$ cat src/rtl/psum_writeback_pkg.sv
// -----------------------------------------------------------------------------
// psum_writeback_pkg
// Shared definitions for the partial-sum writeback engine:
//   - default lane count, lane width and psum memory address width
//   - FSM state encoding used by psum_writeback
// -----------------------------------------------------------------------------
package psum_writeback_pkg;

  localparam int DEF_COL     = 8;   // output-channel lanes per vector
  localparam int DEF_PSUM_BW = 16;  // signed bits per lane
  localparam int DEF_ADDR_BW = 11;  // psum memory address width

  typedef enum logic [2:0] {
    ST_IDLE  = 3'd0,
    ST_READ  = 3'd1,
    ST_ACCUM = 3'd2,
    ST_WRITE = 3'd3,
    ST_DONE  = 3'd4
  } state_t;

endpackage

$ cat src/rtl/psum_lane_add.sv
// -----------------------------------------------------------------------------
// psum_lane_add
// One lane of the writeback datapath: adds the captured OFIFO value to the
// value read back from psum memory, or passes the captured value through
// unchanged on a first (overwrite) pass.
//
// Build option:
//   PSUM_WB_SAT_EN  defined   -> sums clamp to the signed lane range
//                   undefined -> sums wrap modulo 2^psum_bw
//
// Ports:
//   i_capt        psum_bw  captured OFIFO lane value (two's complement)
//   i_mem         psum_bw  lane value read from psum memory
//   i_first_pass  1        1 = overwrite (bypass adder), 0 = accumulate
//   o_sum         psum_bw  lane result
// -----------------------------------------------------------------------------
module psum_lane_add
  import psum_writeback_pkg::*;
#(
  parameter int psum_bw = DEF_PSUM_BW
) (
  input  logic [psum_bw-1:0] i_capt,
  input  logic [psum_bw-1:0] i_mem,
  input  logic               i_first_pass,
  output logic [psum_bw-1:0] o_sum
);

  logic [psum_bw-1:0] w_acc;

`ifdef PSUM_WB_SAT_EN
  logic [psum_bw:0] w_wide;

  // Sign-extend by one bit so the true sum is always representable.
  assign w_wide = {i_capt[psum_bw-1], i_capt} + {i_mem[psum_bw-1], i_mem};

  // The sum overflowed exactly when the two top bits disagree; the extra
  // top bit then carries the true sign and picks the clamp direction.
  always_comb begin
    w_acc = w_wide[psum_bw-1:0];
    if (w_wide[psum_bw] != w_wide[psum_bw-1]) begin
      if (w_wide[psum_bw]) begin
        w_acc = {1'b1, {(psum_bw-1){1'b0}}};
      end else begin
        w_acc = {1'b0, {(psum_bw-1){1'b1}}};
      end
    end
  end
`else
  // Plain lane-width addition wraps modulo 2^psum_bw.
  assign w_acc = i_capt + i_mem;
`endif

  assign o_sum = i_first_pass ? i_capt : w_acc;

endmodule

$ cat src/rtl/psum_writeback.sv
// -----------------------------------------------------------------------------
// psum_writeback
// Drains num_vec vectors from the OFIFO into psum memory starting at
// base_addr. Each vector takes READ (pop + memory read), ACCUM (per-lane add
// with the read-back data) and WRITE (store result), so a vector needs at
// least three cycles. On a first pass the read-back data is ignored and the
// OFIFO vector overwrites memory.
//
// Build option:
//   PSUM_WB_SAT_EN  selects saturating lane sums (see psum_lane_add)
//
// Ports:
//   clk           1               rising-edge clock
//   reset         1               asynchronous, active-high reset
//   start         1               start one pass (sampled in IDLE only)
//   first_pass    1               1 = overwrite, 0 = accumulate
//   base_addr     addr_bw         first memory word of the pass
//   num_vec       addr_bw         number of vectors to drain
//   ofifo_valid   1               OFIFO head valid
//   ofifo_output  col*psum_bw     OFIFO head vector
//   ofifo_rd      1               OFIFO pop
//   mem_cen       1               memory enable, active low
//   mem_wen       1               memory write, active low
//   mem_addr      addr_bw         memory address
//   mem_d         col*psum_bw     memory write data
//   mem_q         col*psum_bw     memory read data, one cycle after the read
//   busy          1               pass in progress
//   done          1               one-cycle end-of-pass pulse
// -----------------------------------------------------------------------------
module psum_writeback
  import psum_writeback_pkg::*;
#(
  parameter int col     = DEF_COL,
  parameter int psum_bw = DEF_PSUM_BW,
  parameter int addr_bw = DEF_ADDR_BW
) (
  input  logic                   clk,
  input  logic                   reset,
  input  logic                   start,
  input  logic                   first_pass,
  input  logic [addr_bw-1:0]     base_addr,
  input  logic [addr_bw-1:0]     num_vec,
  input  logic                   ofifo_valid,
  input  logic [col*psum_bw-1:0] ofifo_output,
  output logic                   ofifo_rd,
  output logic                   mem_cen,
  output logic                   mem_wen,
  output logic [addr_bw-1:0]     mem_addr,
  output logic [col*psum_bw-1:0] mem_d,
  input  logic [col*psum_bw-1:0] mem_q,
  output logic                   busy,
  output logic                   done
);

  localparam logic [addr_bw-1:0] ADDR_ONE = addr_bw'(1);

  state_t                 r_state;
  state_t                 w_state_next;
  logic [addr_bw-1:0]     r_base;
  logic [addr_bw-1:0]     r_num;
  logic [addr_bw-1:0]     r_count;
  logic                   r_first;
  logic [col*psum_bw-1:0] r_capt;
  logic [col*psum_bw-1:0] r_sum;
  logic [col*psum_bw-1:0] w_sum;
  logic [addr_bw-1:0]     w_addr;
  logic                   w_last;

  // Address arithmetic is addr_bw wide, so it wraps past the top word.
  assign w_addr = r_base + r_count;
  assign w_last = ((r_count + ADDR_ONE) == r_num);

  // ---------------------------------------------------------------------------
  // Per-lane adders: no carry ever crosses a lane boundary.
  // ---------------------------------------------------------------------------
  genvar gi;
  generate
    for (gi = 0; gi < col; gi++) begin : g_lane
      psum_lane_add #(
        .psum_bw (psum_bw)
      ) u_lane (
        .i_capt       (r_capt[gi*psum_bw +: psum_bw]),
        .i_mem        (mem_q [gi*psum_bw +: psum_bw]),
        .i_first_pass (r_first),
        .o_sum        (w_sum [gi*psum_bw +: psum_bw])
      );
    end
  endgenerate

  // ---------------------------------------------------------------------------
  // FSM state register
  // ---------------------------------------------------------------------------
  always_ff @(posedge clk or posedge reset) begin
    if (reset) begin
      r_state <= ST_IDLE;
    end else begin
      r_state <= w_state_next;
    end
  end

  // ---------------------------------------------------------------------------
  // Next state and outputs. Outputs decode from the state register, so an
  // asynchronous reset forces every output to its idle value immediately.
  // ---------------------------------------------------------------------------
  always_comb begin
    w_state_next = r_state;
    ofifo_rd     = 1'b0;
    mem_cen      = 1'b1;
    mem_wen      = 1'b1;
    mem_addr     = '0;
    mem_d        = '0;
    busy         = 1'b0;
    done         = 1'b0;

    unique case (r_state)
      ST_IDLE: begin
        if (start) begin
          w_state_next = (num_vec == '0) ? ST_DONE : ST_READ;
        end
      end

      ST_READ: begin
        busy = 1'b1;
        // Pop and issue the read together; without a valid head nothing moves.
        if (ofifo_valid) begin
          ofifo_rd     = 1'b1;
          mem_cen      = 1'b0;
          mem_addr     = w_addr;
          w_state_next = ST_ACCUM;
        end
      end

      ST_ACCUM: begin
        busy         = 1'b1;
        mem_addr     = w_addr;
        w_state_next = ST_WRITE;
      end

      ST_WRITE: begin
        busy         = 1'b1;
        mem_cen      = 1'b0;
        mem_wen      = 1'b0;
        mem_addr     = w_addr;
        mem_d        = r_sum;
        w_state_next = w_last ? ST_DONE : ST_READ;
      end

      ST_DONE: begin
        done         = 1'b1;
        w_state_next = ST_IDLE;
      end

      default: begin
        w_state_next = ST_IDLE;
      end
    endcase
  end

  // ---------------------------------------------------------------------------
  // Pass parameters, vector counter and datapath registers
  // ---------------------------------------------------------------------------
  always_ff @(posedge clk or posedge reset) begin
    if (reset) begin
      r_base  <= '0;
      r_num   <= '0;
      r_count <= '0;
      r_first <= 1'b0;
      r_capt  <= '0;
      r_sum   <= '0;
    end else begin
      case (r_state)
        ST_IDLE: begin
          if (start) begin
            r_base  <= base_addr;
            r_num   <= num_vec;
            r_first <= first_pass;
            r_count <= '0;
          end
        end
        ST_READ: begin
          if (ofifo_valid) begin
            r_capt <= ofifo_output;
          end
        end
        ST_ACCUM: begin
          // mem_q carries the word requested in READ during this cycle.
          r_sum <= w_sum;
        end
        ST_WRITE: begin
          r_count <= r_count + ADDR_ONE;
        end
        default: begin
        end
      endcase
    end
  end

endmodule

$ cat config.mk
export PLATFORM = sky130hd
export DESIGN_NAME = psum_writeback
export DESIGN_NICKNAME = d
export VERILOG_FILES = /design/src/rtl/psum_writeback_pkg.sv /design/src/rtl/psum_lane_add.sv /design/src/rtl/psum_writeback.sv
export SDC_FILE = /design/constraint.sdc
export NUM_CORES = 1
export LEC_CHECK = 0
export CORE_MARGIN = 2
export CORE_UTILIZATION = 50
export DETAILED_ROUTE_END_ITERATION = 10
export PLACE_DENSITY_LB_ADDON = 0.2
export SLEW_MARGIN = 20
export SYNTH_ARGS = -nofsm -noshare
export SYNTH_HDL_FRONTEND = slang
export SYNTH_SLANG_ARGS = --single-unit
$ cat constraint.sdc
create_clock -name clk -period 13.8 [get_ports clk]
set_clock_uncertainty 0.05 [all_clocks]
set_input_delay 2.07 -clock clk [delete_from_list [all_inputs] [get_ports clk]]
set_output_delay 2.07 -clock clk [all_outputs]
set_load 0.02 [all_outputs]
### Word-level counts from Yosys, hierarchy flattened

Index checks and enable logic that the tools add are counted.

* bits of input ports: 283
* output and inout bits: 144
* RAM bits: 0
* logic and storage cells: 58
* register bits: 293
* latch bits: 0
* memory bits (read-only): 0
* memories kept: 0

* div/mod/pow operators: 0
* bitwise operators: 0
* add/sub/neg operators: 10
* multipliers: 0
* order comparisons: 0
* multiplexer cells: 25
* shift operators: 0
* reductions and logical operators: 9
* eq/ne operators: 7

Operators with widths (number)
* $add A16 B16 Y16: 8
* $mux W128: 1
* $mux W16: 8
* $pmux W11 S2: 2
* $mux W11: 2
* $mux W3: 4
* $pmux W3 S4: 1
* $add A11 B1 Y11 const B: 1
* $add A11 B11 Y11: 1
* $eq A11 B11 Y1: 1
* $logic_not A11 Y1: 1
* $reduce_and A2 Y1: 4
* $eq A3 B2 Y1 const B: 2
* $mux W1: 6
* $ne A2 B2 Y1 const B: 2
* $eq A3 B1 Y1 const B: 1
* $eq A3 B3 Y1 const B: 1
* $logic_not A3 Y1: 1
* $reduce_or A3 Y1: 1
* $pmux W1 S2: 1
* $reduce_bool A2 Y1: 1
* $reduce_or A2 Y1: 1

### Logic depth before layout (Yosys ltp)

Gate-level depths: netlist of run 1.

* depth after elaboration: 4
* gate-level depth with buffers: 11

### Cells and area by module

Synthesis of run 1 repeated with hierarchy kept, for this count alone.

* cell total of the unflattened synthesis: 2021
* area, all modules: 20309.5 sq um

By module, submodules not included
* psum_writeback: cells each 945, sequential area each 7332.0 sq um, times used 1, area each 12777.3 sq um
* psum_lane_add at g_lane[1].u_lane ...: cells each 129, sequential area each 0.0 sq um, times used 5, area each 908.4 sq um
* psum_lane_add at g_lane[7].u_lane: cells each 151, sequential area each 0.0 sq um, times used 1, area each 1036.0 sq um
* psum_lane_add at g_lane[6].u_lane: cells each 137, sequential area each 0.0 sq um, times used 1, area each 996.0 sq um
* psum_lane_add at g_lane[0].u_lane: cells each 143, sequential area each 0.0 sq um, times used 1, area each 958.4 sq um

### Least setup slack after synthesis of run 1

No wires, ideal clock.

* path type: input port to output port
* from: in ofifo_valid
* to: out ofifo_rd
* path slack: 8.676 ns
* path buffers: 2
* data arrival time: 3.004 ns
* data required time: 11.680 ns
* cell stages on the path: 4
* path through: nand2_1 nor3_1 clkbuf_1 clkbuf_1

* longest elaborated chain between the ends: 2

Ends and longest elaborated chain
* start, declared: RTL line psum_writeback.sv:43 `input logic ofifo_valid,`
* $mux W1: RTL line psum_writeback.sv:125 `if (ofifo_valid) begin`
* $mux W1: RTL line psum_writeback.sv:115 `unique case (r_state)`
* end, declared: RTL line psum_writeback.sv:45 `output logic ofifo_rd,`

No other way between the ends.

### Worst setup path after layout of run 1

Same ends and word-level chain as after synthesis.

==> impl_metrics.csv, run 1 <==
group,metric,value,unit
synthesis,synthFlopType,"dfrtp_1",
run,drv_cap,0,
floorplanning,start_util,50.7,%
place,portBuffers,426,
place,place_area,0.0231,sq mm
worst_setup_path,critical-path-slowest-cell,"clkdlybuf4s50_1",
sta,setup_violations,0,
clock_network,h-tree-depth,2,
global_route,busiest_layer,"met2",
sta,maxSlewHeadroom,25.2,%
clock_network,ctsResizeCount,0,
worst_setup_path,start_kind,"primary input",
floorplanning,io_pins,427,
clock_network,cts_sinks,293,
sta,hold_viol,0,
floorplanning,die_height,196,microns
global_route,antenna_found_initial,12,
synthesis,syn_nets,2383,
final_layout,drive_above_1_share,9.90,%
routing,wl,52400,microns
final_layout,finalNetCount,2762,
worst_setup_path,path_cells,"clkdlybuf4s50_1, nand2_1, nor3_2, buf_4, clkdlybuf4s50_1",
global_route,grt_use_met3,6.88,%
worst_setup_path,critPathKind,"primary input to output port",
synthesis,syn-cell-area,0.0185,sq mm
synthesis,async_reset_ff_share,100,%
worst_setup_path,cp.arrival,4.32,ns
routing,ant_nets,0,
global_route,grt_pass1_vias,16000,
routing,wire_per_inst,18.4,microns
sta,finalCritPeriodShare,46.7,%
clock_network,cts_setup_buffers,0,
final_layout,postLayoutCoreUtil,66.6,%
clock_network,cts.clk_slew.worst_paths,0.06,ns
worst_setup_path,crit_top_cell,"clkdlybuf4s50_1",
synthesis,synth.distinct_cells,62,
worst_setup_path,critPathCaptureType,"output port",
pwr,max-vdd-ir-drop,0.117,mV
synthesis,syn_area_per_cell,9.44,sq um
final_layout,area_growth,31.4,%
clock_network,numCtsBuffers,36,
sta,slew_viol_final,0,
clock_network,cts.path.max_buffers,3,
min_path,hold_path.class,"flip-flop to flip-flop",
worst_setup_path,path_max_fanout,60,
synthesis,syn-instance-count,1960,
routing,first_pass_iters,5,
routing,routed_via_density,5.57,
final_layout,stdcell_area,0.0243,sq mm
synthesis,synth_edf_count,0,
worst_setup_path,max_stage_delay,0.83,ns
routing,drc,0,
floorplanning,fp.dieW,196,microns
clock_network,cts_tree,"yes",
sta,rsz0062_at_grt,"false",
global_route,overflow,0,
global_route,globalRouteTotalUtil,27.1,%
global_route,gr-usage-met2,45.5,%
pwr,p_leak,10.5,nW
routing,via_count,15800,
global_route,met1_usage,32.7,%
place,place.gp.congestion,0.952,
routing,dr.first_iter.drc_count,831,
clock_network,insertion_delay,0.55,ns
global_route,grt_max_degree,189,
sta,max_freq,155,MHz
synthesis,ys_seq_area_share,39.6,%
sta,worst_slew_pin_slew,1.12,ns
floorplanning,rows,70,
sta,fin_crit,6.44,ns
floorplanning,fp.dieArea,0.0386,sq mm
place,dp_hpwl,36800,microns
clock_network,cts_root_buffer,"clkbuf_16",
synthesis,synth_seq_cells,293,
global_route,grt_pass1_wl,83200,microns
sta,tns,0,ns
final_layout,nFillCells,2972,
status,outcome,"finished, final reports clean",
worst_setup_path,crit_required,11.68,ns
synthesis,synth_warnings,0,
floorplanning,core_area,0.0365,sq mm
pwr,powerDensity,235,mW/mm^2
clock_network,hold_buffers,0,
[where the power goes]
part	total [mW]	switching, mW	internal (mW)	leakage [nW]
logic	3.19	1.69	1.50	6.38
clock network	0.946	0.383	0.563	0.585
registers	1.59	0.307	1.28	3.50
[path summary, 6_finish.rpt]
check / depth (start not counted) / endpoint / start / slack (ns)
setup reg to reg: 5 / r_capt[26]$_DFFE_PP0P_ / r_state[0]$_DFFE_PP0P_ / 10.70
hold reg to reg: 2 / r_sum[34]$_DFFE_PP0P_ / r_sum[34]$_DFFE_PP0P_ / 0.42
setup / recovery: 5 / ofifo_rd / ofifo_valid / 7.36
hold / removal: 2 / r_sum[34]$_DFFE_PP0P_ / r_sum[34]$_DFFE_PP0P_ / 0.42
max in group asynchronous: 3 / r_capt[54]$_DFFE_PP0P_ / reset / 10.06
min in group asynchronous: 2 / r_num[3]$_DFFE_PP0P_ / reset / 2.01
[synthesized netlist by cell type (8+ instances only)]
cell type | count | share of area, %
a211oi_1 | 9 | 0.37
a21o_1 | 32 | 1.3
a21oi_1 | 180 | 4.9
a31oi_1 | 30 | 1.0
and2_1 | 130 | 4.4
and3_1 | 21 | 0.71
buf_1 | 9 | 0.18
clkbuf_1 | 80 | 1.6
dfrtp_1 | 293 | 40
fa_1 | 9 | 0.97
ha_1 | 131 | 8.9
inv_1 | 39 | 0.79
mux2_2 | 144 | 8.8
mux2i_1 | 19 | 1.0
nand2_1 | 144 | 2.9
nand2b_1 | 31 | 1.0
nand3_1 | 17 | 0.46
nor2_1 | 165 | 3.3
nor2b_1 | 28 | 0.95
nor3_1 | 22 | 0.60
o211ai_1 | 15 | 0.61
o21a_1 | 23 | 0.93
o21ai_0 | 165 | 4.5
o22ai_1 | 9 | 0.30
o31ai_1 | 8 | 0.32
or3_1 | 11 | 0.37
xnor2_1 | 69 | 3.3
xor2_1 | 54 | 2.6
[per-layer routing]
layer / share of wire (%) / vias up / routed length, microns
met5: 0.097 / - / 51
met4: 4.0 / 8 / 2100
met3: 7.1 / 133 / 3700
met2: 48 / 456 / 25100
met1: 41 / 7560 / 21400
li1: - / 7669 / -
[registers in the layout, indices dropped and copies added, names as in the netlist]
name and flops:
r_num 11, r_base 11, r_state 3, r_sum 128, r_count 11, r_capt 128, r_first 1
[per-stage QoR]
stage / instances / hold WS, ns / setup WS, ns / total power, mW
after floorplan: 1960 / 0.392 / 3.59 / 3.84
after global placement: 2769 / 0.405 / 7.32 / 4.66
after detailed placement: 2769 / 0.411 / 7.33 / 4.77
after CTS: 2832 / 0.425 / 7.33 / 5.76
after global routing: 2837 / 0.443 / 7.25 / 6.19
final: 2839 / 0.421 / 7.36 / 5.72
[critical path, delay by kind of cell]
| family | cells | cell delay, ns |
|---|---|---|
| buffers and inverters | 3 | 2.01 |
| and+or+nand+nor | 2 | 0.23 |
[logic make-up (layout without fill, tap and decap cells)]
kind of cell    Yosys count  in the layout  synth area share, %
other cells               0              7                    0
buf+inv                 135            539                 2.79
fa+ha+maj               140            140                 9.83
mux                     163            163                 9.79
flops                   293            293                 39.6
simple gates            586            586                 15.5
compound gates          520            520                 16.6
xor+xnor                123            123                 5.82
[placed cells by master (no fill, tap or decap), types with 4 or more instances in the layout]
master and n:
a211oi_1 9, a21o_1 32, a21oi_1 180, a31oi_1 30, a32oi_2 4, and2_1 130
and3_1 21, buf_4 8, clkbuf_1 5, clkbuf_16 37, clkbuf_8 10, clkdlybuf4s50_1 426
clkinv_2 7, dfrtp_1 292, diode_2 7, fa_1 9, ha_1 131, inv_1 38
mux2_2 144, mux2i_1 19, nand2_1 144, nand2b_1 31, nand3_1 17, nor2_1 164
nor2b_1 28, nor3_1 21, nor4_1 4, o2111ai_1 7, o211ai_1 15, o21a_1 23
o21ai_0 165, o21ai_1 4, o21bai_1 7, o22ai_1 9, o31ai_1 8, o41ai_1 4
or3_1 11, xnor2_1 69, xor2_1 54
[cell type report]
type | count | area, sq um | share of cell area (%)
multi-input combinational | 1532 | 10700 | 43.9
sequential | 293 | 7340 | 30.2
timing repair buffer | 436 | 4360 | 18.0
clock buffer | 52 | 1080 | 4.45
tap | 468 | 586 | 2.41
inverter | 40 | 158 | 0.649
clock inverter | 11 | 90.1 | 0.371
antenna | 7 | 17.5 | 0.0721
(Power assumes the default switching activity.)
==> inputs of run 2 (changes only) <==
==> constraint.sdc (replaced) <==
create_clock -name clk -period 6.2 [get_ports clk]
set_clock_uncertainty 0.05 [all_clocks]
set_input_delay 0.93 -clock clk [delete_from_list [all_inputs] [get_ports clk]]
set_output_delay 0.93 -clock clk [all_outputs]
set_load 0.02 [all_outputs]
==> run 2 against run 1 <==
  * Cell count rose by 0.21%
  * Via count rose by 0.68%
  * Sequential cell count did not move
  * Sequential share of layout area fell by 0.088 points
  * Non-clock buffer count rose by 4
  * Clock-buffer cell count fell by 1
  * Die area did not move
  * Largest cell class unchanged
==> impl_metrics.csv, run 2 (synthesized netlist as in run 1, its figures left out) <==
group,metric,value,unit
clock_network,insertion_delay,0.53,ns
floorplanning,start_util,50.7,%
clock_network,cts_setup_buffers,0,
clock_network,hold_buffers,0,
global_route,gr-usage-met2,46.1,%
sta,hold_viol,0,
routing,wl,53000,microns
worst_setup_path,path_cells,"ha_1, fa_1, a21o_1, a21oi_1, o21bai_1, a2111oi_0, nor3_1, a31oi_1, xnor2_1, nor2_1, clkdlybuf4s50_1",
clock_network,cts_root_buffer,"clkbuf_16",
pwr,seq_power_share,27.6,%
final_layout,final_cell_mix,"clkdlybuf4s50_1 (426), dfrtp_1 (292), a21oi_1 (180)",
sta,setup_violations,0,
sta,fin_crit,4.72,ns
worst_setup_path,critical-path-slowest-cell,"clkdlybuf4s50_1",
worst_setup_path,r2r-end,"r_sum[126]$_DFFE_PP0P_",
min_path,hold_path_depth,2,
pwr,power.share.clock,16.7,%
sta,maxSlewHeadroom,29.2,%
status,outcome,"finished, final reports clean",
clock_network,cts.clk_slew.worst_paths,0.06,ns
routing,drc,0,
global_route,globalRouteTotalUtil,27.3,%
clock_network,cts_sinks,293,
min_path,hold_end,"r_sum[75]$_DFFE_PP0P_",
clock_network,cts_tree,"yes",
pwr,max-vdd-ir-drop,0.323,mV
clock_network,h-tree-depth,2,
final_layout,finalNetCount,2766,
clock_network,numCtsBuffers,36,
worst_setup_path,r2r_cells,11,
global_route,overflow,0,
global_route,grt_max_degree,189,
floorplanning,core_area,0.0365,sq mm
pwr,p_switching,5.29,mW
worst_setup_path,start_kind,"flip-flop",
clock_network,cts.path.max_buffers,3,
global_route,met1_usage,33.1,%
worst_setup_path,rrSetupSlack,3.28,ns
sta,slew_viol_final,0,
routing,ant_nets,0,
min_path,hold_path.class,"flip-flop to flip-flop",
floorplanning,rows,70,
floorplanning,fp.dieW,196,microns
routing,via_count,15900,
global_route,grt_pass1_wl,84000,microns
floorplanning,io_pins,427,
place,place.gp.congestion,0.917,
global_route,busiest_layer,"met2",
worst_setup_path,critPathKind,"flip-flop to output port",
pwr,p_leak,10.5,nW
routing,dr.first_iter.drc_count,800,
pwr,p_comb_share,55.7,%
worst_setup_path,worstReg2RegStart,"r_capt[112]$_DFFE_PP0P_",
worst_setup_path,max_stage_delay,0.60,ns
sta,max_freq,212,MHz
place,dp_hpwl,38000,microns
sta,worst_slew_pin_slew,1.06,ns
worst_setup_path,cp.arrival,3.74,ns
final_layout,final_common_cell,"clkdlybuf4s50_1",
global_route,antenna_found_initial,11,
sta,rsz0062_at_grt,"false",
final_layout,area_growth,31.7,%
pwr,p_int,7.51,mW
routing,first_pass_iters,5,
min_path,worst_hold_startpoint,"r_sum[75]$_DFFE_PP0P_",
worst_setup_path,critPathCaptureType,"output port",
sta,finalCritPeriodShare,76.2,%
pwr,powerDensity,525,mW/mm^2
floorplanning,die_height,196,microns
pwr,p_total,12.8,mW
sta,tns,0,ns
run,drv_cap,0,
worst_setup_path,crit_family,"compound AO/OA/AOI/OAI gates",
worst_setup_path,crit_required,5.22,ns
clock_network,ctsResizeCount,0,
worst_setup_path,path_max_fanout,7,
final_layout,reg_top3,"r_capt x128, r_sum x128",
routing,routed_via_density,5.60,
routing,wire_per_inst,18.6,microns
final_layout,nFillCells,2923,
worst_setup_path,path_buf_inv,1,
place,portBuffers,426,
global_route,grt_pass1_vias,15800,
global_route,grt_use_met3,7.51,%
pwr,switching_share,41.3,%
final_layout,drive_above_1_share,10.0,%
floorplanning,fp.dieArea,0.0386,sq mm
==> run 2: worst max-delay path by stage <==
stage / startpoint / cells past startpoint / slack, ns / to
2_1_floorplan: reset / 1 / 1.33 / r_base[0]$_DFFE_PP0P_
3_3_place_gp: r_count[0]$_DFFE_PP0P_ / 11 / 2.07 / mem_addr[10]
3_5_place_dp: r_count[0]$_DFFE_PP0P_ / 11 / 2.03 / mem_addr[10]
4_1_cts: r_count[0]$_DFFE_PP0P_ / 11 / 1.44 / mem_addr[10]
5_1_grt: r_count[0]$_DFFE_PP0P_ / 11 / 1.23 / mem_addr[10]
6_report: r_count[0]$_DFFE_PP0P_ / 11 / 1.48 / mem_addr[10]
==> run 2: metal layers <==
layer,share of wire (%),vias to the layer above,wire (microns)
li1,-,7674,-
met1,40,7680,21200
met2,48,452,25600
met3,7.6,119,4050
met4,3.8,8,2020
met5,0.096,-,51
==> run 2: power by group through the flow <==
stage               Combinational, mW  Sequential [mW]  Clock (mW)
floorplan                        5.24             3.30           0
global placement                 6.90             3.50           0
detailed placement               7.08             3.56           0
CTS                              7.15             3.53        2.18
global route                     7.91             3.66        2.27
finish                           7.13             3.53        2.14
==> run 2: final cells by class <==
cell class | count | area (sq um) | share of cell area (%)
diodes | 8 | 20.0 | 0.0821
clock buffers | 51 | 1050 | 4.30
clock inverters | 13 | 154 | 0.631
inverters | 40 | 154 | 0.631
multi-input cells | 1532 | 10700 | 43.8
flip-flops and latches | 293 | 7340 | 30.1
well taps | 468 | 586 | 2.40
repair buffers | 440 | 4410 | 18.1
==> run 2: worst register-to-register path, stage by stage (launching register included) <==
cell      delay (ns)
dfrtp_1         0.40
ha_1            0.24
inv_1           0.08
fa_1            0.20
nand2b_1        0.14
a21oi_1         0.10
o31ai_1         0.38
a31oi_1         0.21
o41ai_1         0.55
o21ai_1         0.17
xnor2_1         0.17
o22ai_1         0.09
==> run 2: stage by stage <==
| stage | hold WS, ns | setup WS, ns | util, % | instances | cell area (sq um) |
|---|---|---|---|---|---|
| after global placement | 0.404 | 2.07 | 63.4 | 2773 | 23200 |
| after CTS | 0.424 | 1.44 | 66.7 | 2837 | 24400 |
| final | 0.416 | 1.48 | 66.7 | 2845 | 24400 |
| after detailed placement | 0.412 | 2.03 | 63.4 | 2773 | 23200 |
| after floorplan | 0.392 | 1.33 | - | 1960 | 18500 |
| after global routing | 0.441 | 1.23 | 66.7 | 2843 | 24400 |
==> inputs of run 3 (changes only) <==
--- a/config.mk
+++ b/config.mk
@@ -6,7 +6,7 @@
 export NUM_CORES = 1
 export LEC_CHECK = 0
 export CORE_MARGIN = 2
-export CORE_UTILIZATION = 50
+export CORE_UTILIZATION = 46
 export DETAILED_ROUTE_END_ITERATION = 10
 export PLACE_DENSITY_LB_ADDON = 0.2
 export SLEW_MARGIN = 20
==> constraint.sdc (replaced) <==
create_clock -name clk -period 3.8 [get_ports clk]
set_clock_uncertainty 0.05 [all_clocks]
set_input_delay 0.57 -clock clk [delete_from_list [all_inputs] [get_ports clk]]
set_output_delay 0.57 -clock clk [all_outputs]
set_load 0.02 [all_outputs]
==> run 3 against run 2 <==
  * Critical endpoint unchanged
  * Die area up 8.5%
  * Largest power group unchanged
  * Utilization down 4.6 points
  * Sequential cell count unchanged
  * Combinational power up 64%
  * Highest routed layer unchanged
==> impl_metrics.csv, run 3 (synthesized netlist as in run 1, its figures left out) <==
group,metric,value,unit
status,outcome,"finished, final reports clean",
worst_setup_path,r2r-end,"r_sum[78]$_DFFE_PP0P_",
clock_network,cts_tree,"yes",
worst_setup_path,cp-startpoint,"r_base[0]$_DFFE_PP0P_",
sta,fin_crit,3.59,ns
routing,dr.first_iter.drc_count,734,
sta,slew_viol_final,0,
clock_network,cts.clk_slew.worst_paths,0.05,ns
final_layout,finalNetCount,2778,
min_path,hold_path.class,"primary input to asynchronous set/reset pin",
final_layout,final_cell_mix,"clkdlybuf4s50_1 (422), dfrtp_1 (292), a21oi_1 (179)",
worst_setup_path,crit_required,3.18,ns
place,dp_hpwl,39000,microns
worst_setup_path,path_cells,"ha_1, fa_2, a21o_1, a21oi_2, o21bai_1, a2111oi_2, nor3_2, a31oi_1, xnor2_1, nor2_1, buf_4",
floorplanning,start_util,46.6,%
floorplanning,fp.dieW,205,microns
final_layout,area_growth,33.4,%
clock_network,numCtsBuffers,37,
run,drv_cap,0,
sta,maxSlewHeadroom,42.8,%
place,portBuffers,426,
final_layout,final_common_cell,"clkdlybuf4s50_1",
pwr,max-vdd-ir-drop,0.457,mV
worst_setup_path,critical-path-slowest-cell,"dfrtp_1",
pwr,p_leak,10.6,nW
worst_setup_path,crit_end,"mem_addr[10]",
sta,setup_violations,0,
global_route,grt_max_degree,189,
clock_network,cts.path.max_buffers,3,
worst_setup_path,rrSetupSlack,0.99,ns
clock_network,cts_sinks,293,
place,place_inst,2840,
routing,wire_per_inst,18.5,microns
sta,rsz0062_at_grt,"false",
floorplanning,die_height,205,microns
worst_setup_path,max_stage_delay,0.38,ns
worst_setup_path,path_max_fanout,2,
worst_setup_path,critPathKind,"flip-flop to output port",
worst_setup_path,worstReg2RegStart,"r_capt[64]$_DFFE_PP0P_",
clock_network,cts_root_buffer,"clkbuf_16",
routing,ant_nets,0,
worst_setup_path,start_kind,"flip-flop",
clock_network,h-tree-depth,2,
global_route,overflow,0,
routing,routed_via_density,5.45,
floorplanning,rows,73,
routing,drc,0,
final_layout,drive_above_1_share,10.7,%
final_layout,reg_top3,"r_capt x128, r_sum x128",
worst_setup_path,cp.arrival,2.97,ns
sta,worst_slew_pin_slew,0.859,ns
floorplanning,core_area,0.0397,sq mm
sta,finalCritPeriodShare,94.6,%
global_route,antenna_found_initial,13,
clock_network,insertion_delay,0.55,ns
worst_setup_path,critPathCaptureType,"output port",
global_route,grt_pass1_wl,85000,microns
pwr,powerDensity,848,mW/mm^2
sta,max_freq,278,MHz
floorplanning,io_pins,427,
routing,wl,54000,microns
place,place.gp.congestion,0.907,
routing,via_count,15900,
clock_network,hold_buffers,0,
global_route,globalRouteTotalUtil,25.6,%
worst_setup_path,r2r_cells,11,
floorplanning,fp.dieArea,0.0418,sq mm
global_route,grt_pass1_vias,16000,
routing,first_pass_iters,5,
sta,holdWs,0.303,ns
sta,hold_viol,0,
final_layout,fin_cells,2920,
-- run 3: changes by cell type in the layout (fill, tap and decap cells not counted), sizes merged --
cell and change:
diode +5, dlymetal6s2s +1, clkbuf +4, bufinv -2
buf +12, clkinv +2, dlygate4sd2 +2, clkdlybuf4s50 -4
inv -2
-- run 3: per-stage QoR --
step                power, mW  util [%]  setup WS, ns  setup TNS, ns  cell area (sq um)
floorplan                13.9         -        -0.709        -207.78              18500
global placement         17.1      58.9        0.0950              0              23400
detailed placement       17.5      58.9        0.0918              0              23400
CTS                      21.1      61.9        0.0156              0              24600
global route             22.6      62.1       0.00497              0              24700
finish                   20.9      62.1         0.205              0              24700
-- run 3: area by class of cell --
| cell class | instances | area (sq um) |
|---|---|---|
| tap | 525 | 657 |
| clock inverter | 11 | 86.3 |
| antenna | 13 | 32.5 |
| multi-input combinational | 1532 | 10700 |
| fill | 3346 | 15100 |
| sequential | 293 | 7340 |
| clock buffer | 55 | 1120 |
| inverter | 40 | 154 |
| timing repair buffer | 451 | 4600 |
-- run 3: worst max-delay path: cells and delay by family, from the launching register on --
family	cells	cell delay (ns)
AO/OA/AOI/OAI	5	0.99
XOR/XNOR	1	0.14
flip-flops	1	0.38
adder cells (fa/ha/maj)	2	0.59
buffers and inverters	1	0.16
AND/OR/NAND/NOR	2	0.17
-- run 3: timing repair --
action | CTS | global route
endpoints found under the hold margin | 0 | 0
endpoints found under the setup margin | 4 | 4
gates resized for setup | 9 | 5
buffers inserted | 0 | 0
pin swaps | 0 | 2
-- run 3: how the worst min path moves through the flow --
stage,endpoint,cells past startpoint
finish,r_sum[17]$_DFFE_PP0P_,2
floorplan,r_sum[100]$_DFFE_PP0P_,2
global placement,r_sum[106]$_DFFE_PP0P_,2
CTS,r_sum[33]$_DFFE_PP0P_,2
detailed placement,r_sum[33]$_DFFE_PP0P_,2
global route,r_sum[17]$_DFFE_PP0P_,2
-- run 3: layer usage --
layer	share of wire (%)	track usage, %
met5	0.024	0
met1	42	32.1
met4	3.5	11.0
met3	6.1	5.04
met2	48	43.0
-- run 3: power by group --
part           leakage [nW]  switching [mW]  internal [mW]
logic                  6.51            6.18           5.52
clock network         0.598            1.38           2.10
registers              3.50            1.10           4.66
